## src/rtl/iis_transmit.sv

```systemverilog
// iis_transmit: FIFO-fed I2S transmitter, 32 SCK per slot, 16-bit words sent MSB first.
// The FIFO read for a slot is issued at bit 29 of the previous slot (or in PREFETCH for the first).
module iis_transmit #(
  parameter int unsigned data_depth = 1024
) (
  input  logic        clk,
  input  logic        rst,
  input  logic        tx_en,
  input  logic [15:0] fifo_rdata,
  input  logic        fifo_empty,
  output logic        rd_clk,
  output logic        fifo_rden,
  output logic        WS,
  output logic        SD,
  output logic [15:0] L_DATA,
  output logic [15:0] R_DATA,
  output logic [31:0] tx_num,
  output logic        tx_finish,
  output logic        underrun
);
  typedef enum logic [1:0] {IDLE, PREFETCH, CAPTURE, RUN} state_t;
  state_t state, state_n;
  logic [4:0] bit_cnt;
  logic [15:0] shift, hold, load_word;
  logic hold_ok, miss, rd_req, cap, load, load_ok, last, left_n;
  assign rd_clk = clk;
  always_ff @(posedge clk) state <= rst ? IDLE : state_n;
  always_comb begin
    state_n = !tx_en ? IDLE : state == IDLE ? PREFETCH : state == PREFETCH ? CAPTURE : RUN;
    rd_req = tx_en && (state == IDLE || (state == RUN && bit_cnt == 5'd28));
    cap = tx_en && (state == CAPTURE || (state == RUN && bit_cnt == 5'd30));
    load = tx_en && (state == CAPTURE || (state == RUN && bit_cnt == 5'd31));
    load_word = state == CAPTURE ? (miss ? 16'h0 : fifo_rdata) : hold;
    load_ok = state == CAPTURE ? !miss : hold_ok;
    last = tx_num + 32'd1 == data_depth;
    left_n = state == CAPTURE || !WS;
  end
  always_ff @(posedge clk) begin
    if (rst) begin
      bit_cnt <= '0;
      WS <= 1'b0;
      SD <= 1'b0;
      fifo_rden <= 1'b0;
      tx_finish <= 1'b0;
      underrun <= 1'b0;
      L_DATA <= '0;
      R_DATA <= '0;
      tx_num <= '0;
      shift <= '0;
      hold <= '0;
      hold_ok <= 1'b0;
      miss <= 1'b0;
    end else if (!tx_en) begin
      bit_cnt <= '0;
      WS <= 1'b0;
      SD <= 1'b0;
      fifo_rden <= 1'b0;
      tx_finish <= 1'b0;
      underrun <= 1'b0;
      tx_num <= '0;
    end else begin
      bit_cnt <= state == RUN ? bit_cnt + 5'd1 : 5'd0;
      fifo_rden <= rd_req && !fifo_empty;
      underrun <= underrun || (rd_req && fifo_empty);
      if (rd_req) miss <= fifo_empty;
      if (cap) begin
        hold <= miss ? 16'h0 : fifo_rdata;
        hold_ok <= !miss;
      end
      // bit_cnt n-1 selects the bit shown during bit_cnt n
      SD <= state == RUN && bit_cnt < 5'd16 && shift[~bit_cnt[3:0]];
      tx_finish <= load && load_ok && last;
      if (load) begin
        shift <= load_word;
        WS <= left_n;
        if (left_n) L_DATA <= load_word;
        else R_DATA <= load_word;
        if (load_ok) tx_num <= last ? 32'd0 : tx_num + 32'd1;
      end
    end
  end
endmodule

```

## config.mk

```make
export PLATFORM = sky130hd
export DESIGN_NAME = iis_transmit
export DESIGN_NICKNAME = d
export VERILOG_FILES = /design/src/rtl/iis_transmit.sv
export SDC_FILE = /design/constraint.sdc
export NUM_CORES = 1
export LEC_CHECK = 0
export BUFFER_PORTS_ARGS = -buffer_cell sky130_fd_sc_hd__buf_2
export CAP_MARGIN = 10
export CORE_MARGIN = 5
export CORE_UTILIZATION = 40
export CTS_BUF_LIST = sky130_fd_sc_hd__clkbuf_4
export DETAILED_ROUTE_END_ITERATION = 12
export GPL_ROUTABILITY_DRIVEN = 0
export MAX_ROUTING_LAYER = met4
export PLACE_DENSITY = 0.68
export SLEW_MARGIN = 30
export SYNTH_ARGS = -nofsm -noshare
export SYNTH_HDL_FRONTEND = slang
export SYNTH_SLANG_ARGS = --single-unit
```

## constraint.sdc

```tcl
create_clock -name clk -period 3.31 [get_ports clk]
set_clock_uncertainty 0.2 [all_clocks]
set_input_delay 0.331 -clock clk [delete_from_list [all_inputs] [get_ports clk]]
set_output_delay 0.331 -clock clk [all_outputs]
set_load 0.01 [all_outputs]
```

==> results_tabular.tex <==
\begin{tabular}{lr}
\hline
Metric & Value \\
\hline
\multicolumn{2}{l}{\textbf{Pwr}} \\
\quad Peak supply drop & 0.219 mV \\
\quad Overall power of the completed layout & 2.31 mW \\
\quad Power density normalized to cell area & 371 nW/µm² \\
\quad LEAKAGE & 2.33 nW \\
\multicolumn{2}{l}{\textbf{Yosys}} \\
\quad Synthesized netlist cell count & 617 \\
\quad Post-Synth XOR/XNOR Area & 6.35\% \\
\quad Fraction of synthesis flops using an asynchronous set or reset pin & 0\% \\
\quad Cell variety after synth & 53 \\
\quad Synthesized-area fraction occupied by ao, oa, aoi and oai cells & 12.4\% \\
\quad Mux contribution to synthesized area & 6.50\% \\
\quad Cell area after technology mapping & 5240 µm² \\
\quad Leading register cell type out of synthesis & sky130\_fd\_sc\_hd\_\_dfxtp\_1 \\
\quad Post-synth EDFFs & 0 \\
\quad Share of synthesized cell area in full adder, half adder and majority cells & 1.19\% \\
\quad Simple-gate portion of the synthesized area & 26.4\% \\
\quad Combinational family with the most area after synthesis & simple AND/OR/NAND/NOR gates \\
\quad Total nets after synthesis & 642 \\
\quad Seq/Total Area, Yosys & 42.0\% \\
\quad Syn Area/Cell & 8.49 µm² \\
\quad Yosys warnings & 0 \\
\quad Number of flip-flops and latches in the synthesized netlist & 110 \\
\multicolumn{2}{l}{\textbf{Routing}} \\
\quad Total length of routed wires & 13800 µm \\
\quad Residual antenna-violating net count after detailed routing & 0 \\
\quad Detailed-route via count & 4799 \\
\quad Total iterations of the first detailed-routing run & 6 \\
\quad Residual DRC count & 0 \\
\quad Final routed wire length divided by cell count & 15.6 µm \\
\quad Vias per std cell & 5.41 \\
\quad Violation count after the first detailed-route iteration & 364 \\
\multicolumn{2}{l}{\textbf{Finish}} \\
\quad Fraction of final layout cells sized beyond drive strength 1 & 20.0\% \\
\quad Count of nets after finishing & 734 \\
\quad Layout Cell Area excl Fill & 6240 µm² \\
\quad Most common cell after layout, fill and taps aside & sky130\_fd\_sc\_hd\_\_dfxtp\_1 \\
\quad Post-route core utilization & 49.0\% \\
\quad Layout filler cell count & 1291 \\
\quad Final Instance Count excl. Fillers & 887 \\
\quad Area growth from synthesis to final layout & 19.1\% \\
\quad Commonest cells after routing, fill and taps aside & sky130\_fd\_sc\_hd\_\_dfxtp\_1 (110), sky130\_fd\_sc\_hd\_\_nor2\_1 (94), sky130\_fd\_sc\_hd\_\_buf\_2 (89), sky130\_fd\_sc\_hd\_\_nand2\_1 (40), sky130\_fd\_sc\_hd\_\_a211oi\_1 (40) \\
\multicolumn{2}{l}{\textbf{Global route}} \\
\quad First-pass GRT wire length & 22900 µm \\
\quad Total congestion overflow & 0 \\
\quad Number of antenna violations at the first check in global routing & 1 \\
\quad Pin count of the biggest net entering global routing & 57 \\
\quad All-Layer GR Usage & 18.5\% \\
\quad Via count of the first global-routing pass & 4624 \\
\multicolumn{2}{l}{\textbf{Setup path}} \\
\quad Largest delay share family, worst path & simple AND/OR/NAND/NOR gates \\
\quad CP Cell Sequence & ha\_1 -> nand3\_1 -> or3\_4 -> o41ai\_1 -> o21ai\_1 -> nor4\_1 -> nand4\_2 -> nand3\_1 -> a31oi\_1 \\
\quad Critical Setup Path Class & reg2reg \\
\quad Most repeated library cell on the critical path & sky130\_fd\_sc\_hd\_\_nand3\_1 \\
\quad Total buffers and inverters traversed by the critical path & 0 \\
\quad Kind of launch point of the worst setup path & register \\
\quad Arrival time at the worst endpoint & 3.35 ns \\
\quad Required arrival time at the worst endpoint & 3.62 ns \\
\quad Critical-path top delay cell & sky130\_fd\_sc\_hd\_\_dfxtp\_1 \\
\quad Critical path capture point type & register \\
\quad Biggest fanout along the worst timing path & 8 \\
\quad Delay of the slowest cell on the worst path & 0.55 ns \\
\multicolumn{2}{l}{\textbf{Floorplan}} \\
\quad Row count & 41 \\
\quad Number of placed I/O pins & 90 \\
\quad Initial standard-cell utilization of the core & 41.2\% \\
\quad Floorplan die area & 15500 µm² \\
\quad Die outline height & 124 µm \\
\quad Area of the core & 12700 µm² \\
\quad Die width & 124 µm \\
\multicolumn{2}{l}{\textbf{Clock tree}} \\
\quad Clock slew at reported path FFs & 0.18 ns \\
\quad Resized Gates After CTS & 0 \\
\quad CTS tree & yes \\
\quad Clock latency at the later pin of the worst-skew pair & 0.61 ns \\
\quad Number of setup buffers added after CTS & 0 \\
\multicolumn{2}{l}{\textbf{STA}} \\
\quad Worst path setup slack after routing & 0.266 ns \\
\quad Slew @ Worst Pin & 0.628 ns \\
\quad Final TNS setup & 0 ns \\
\quad Minimum clock period after layout & 3.04 ns \\
\quad Worst slew margin relative to its limit & 57.8\% \\
\quad Number of endpoints failing setup at the final stage & 0 \\
\quad Hold Slack & 0.264 ns \\
\quad Number of slew-limit violations in the final report & 0 \\
\quad Setup repair after global routing missed its margin & no \\
\quad Hold Vio Cnt, Final & 0 \\
\quad Achievable clock frequency & 329 MHz \\
\quad Final worst-path cycle share & 92.0\% \\
\multicolumn{2}{l}{\textbf{Place}} \\
\quad Area of placed instances & 5810 µm² \\
\quad \# port buffers & 89 \\
\quad Place WS & 0.362 ns \\
\quad Placed Cells incl. Taps & 843 \\
\quad Post-DP HPWL & 9770 µm \\
\multicolumn{2}{l}{\textbf{Hold path}} \\
\quad Path category of the worst min-delay check & reg2reg \\
\multicolumn{2}{l}{\textbf{Flow run}} \\
\quad Number of maximum-capacitance constraint violations & 0 \\
\multicolumn{2}{l}{\textbf{Outcome}} \\
\quad Outcome & completed \\
\hline
\end{tabular}
==> registers in the layout (all words and copies together), names as in the netlist, 2 cells and up <==
| register | cells |
|---|---|
| tx_num | 32 |
| L_DATA | 16 |
| R_DATA | 16 |
| hold | 16 |
| shift | 16 |
| bit_cnt | 5 |
| state | 2 |
==> cell usage after synthesis, types with 3 or more instances <==
master | instances | area [µm²]
sky130_fd_sc_hd__a211oi_1 | 40 | 300
sky130_fd_sc_hd__a21oi_1 | 35 | 175
sky130_fd_sc_hd__and3_1 | 6 | 37.5
sky130_fd_sc_hd__and4_1 | 3 | 26.3
sky130_fd_sc_hd__buf_1 | 4 | 15.0
sky130_fd_sc_hd__buf_2 | 13 | 65.1
sky130_fd_sc_hd__clkbuf_1 | 30 | 113
sky130_fd_sc_hd__dfxtp_1 | 110 | 2200
sky130_fd_sc_hd__ha_1 | 5 | 62.6
sky130_fd_sc_hd__inv_1 | 13 | 48.8
sky130_fd_sc_hd__mux2i_1 | 25 | 250
sky130_fd_sc_hd__mux4_2 | 4 | 90.1
sky130_fd_sc_hd__nand2_1 | 40 | 150
sky130_fd_sc_hd__nand2b_1 | 8 | 50.1
sky130_fd_sc_hd__nand3_1 | 34 | 170
sky130_fd_sc_hd__nand3b_1 | 6 | 45.0
sky130_fd_sc_hd__nand4_1 | 15 | 93.8
sky130_fd_sc_hd__nor2_1 | 94 | 353
sky130_fd_sc_hd__nor2b_1 | 14 | 87.6
sky130_fd_sc_hd__nor3_1 | 15 | 75.1
sky130_fd_sc_hd__nor3b_1 | 7 | 52.6
sky130_fd_sc_hd__nor4_1 | 6 | 37.5
sky130_fd_sc_hd__o21ai_0 | 10 | 50.1
sky130_fd_sc_hd__o31ai_1 | 3 | 22.5
sky130_fd_sc_hd__or3_1 | 7 | 43.8
sky130_fd_sc_hd__xnor2_1 | 24 | 210
sky130_fd_sc_hd__xor2_1 | 14 | 123
==> power by group <==
group | switching, mW | total [mW] | internal, mW
Clock | 0.525 | 0.831 | 0.306
Combinational | 0.0733 | 0.132 | 0.0588
Sequential | 0.00934 | 1.35 | 1.34
Total | 0.607 | 2.31 | 1.71
==> timing repair <==
| item | 4_1_cts | 5_1_grt |
|---|---|---|
| endpoints found under the setup margin | 0 | 0 |
| hold buffers | 24 | 0 |
| endpoints found under the hold margin | 27 | 0 |
==> cell type report <==
| cell class | instances | area [µm²] | area share, % |
|---|---|---|---|
| clock inverters | 7 | 97.6 | 1.57 |
| flip-flops and latches | 110 | 2200 | 35.3 |
| clock buffers | 13 | 95.1 | 1.52 |
| multi-input cells | 444 | 2780 | 44.6 |
| repair buffers | 127 | 793 | 12.7 |
| diodes | 1 | 2.50 | 0.0401 |
| inverters | 13 | 48.8 | 0.783 |
| well taps | 172 | 215 | 3.45 |
==> kinds of logic (layout without fill, tap and decap cells) <==
| logic type | count (synthesis) | in the layout |
|---|---|---|
| buffers and inverters | 63 | 160 |
| and+or+nand+nor | 271 | 271 |
| AOI/OAI and AO/OA | 101 | 101 |
| muxes | 29 | 29 |
| xor gates and xnor gates | 38 | 38 |
| DFF | 110 | 110 |
| adders and majority gates | 5 | 5 |
| other | 0 | 1 |
==> metal layers <==
metal | track usage [%] | wire length (µm) | share of wire [%]
met1 | 22.1 | 6010 | 44
met2 | 29.2 | 6640 | 48
met3 | 4.80 | 820 | 5.9
met4 | 8.64 | 346 | 2.5
met5 | - | 0 | 0
==> final timing paths <==
| kind | start | cells after the start | end | slack, ns |
|---|---|---|---|---|
| worst max-delay path | tx_num[0] | 9 | tx_num[10] | 0.27 |
| worst min-delay path | R_DATA[3] | 2 | R_DATA[3] | 0.26 |
| worst max register to register | tx_num[0] | 9 | tx_num[10] | 0.27 |
| worst min register to register | R_DATA[3] | 2 | R_DATA[3] | 0.26 |
==> tightest hold or removal path, stage by stage (launching register included) <==
cell	delay, ns
sky130_fd_sc_hd__dfxtp_1	0.34
sky130_fd_sc_hd__nand2_1	0.05
sky130_fd_sc_hd__a21oi_1	0.05
No activity file was read; power rests on OpenSTA's default activity.
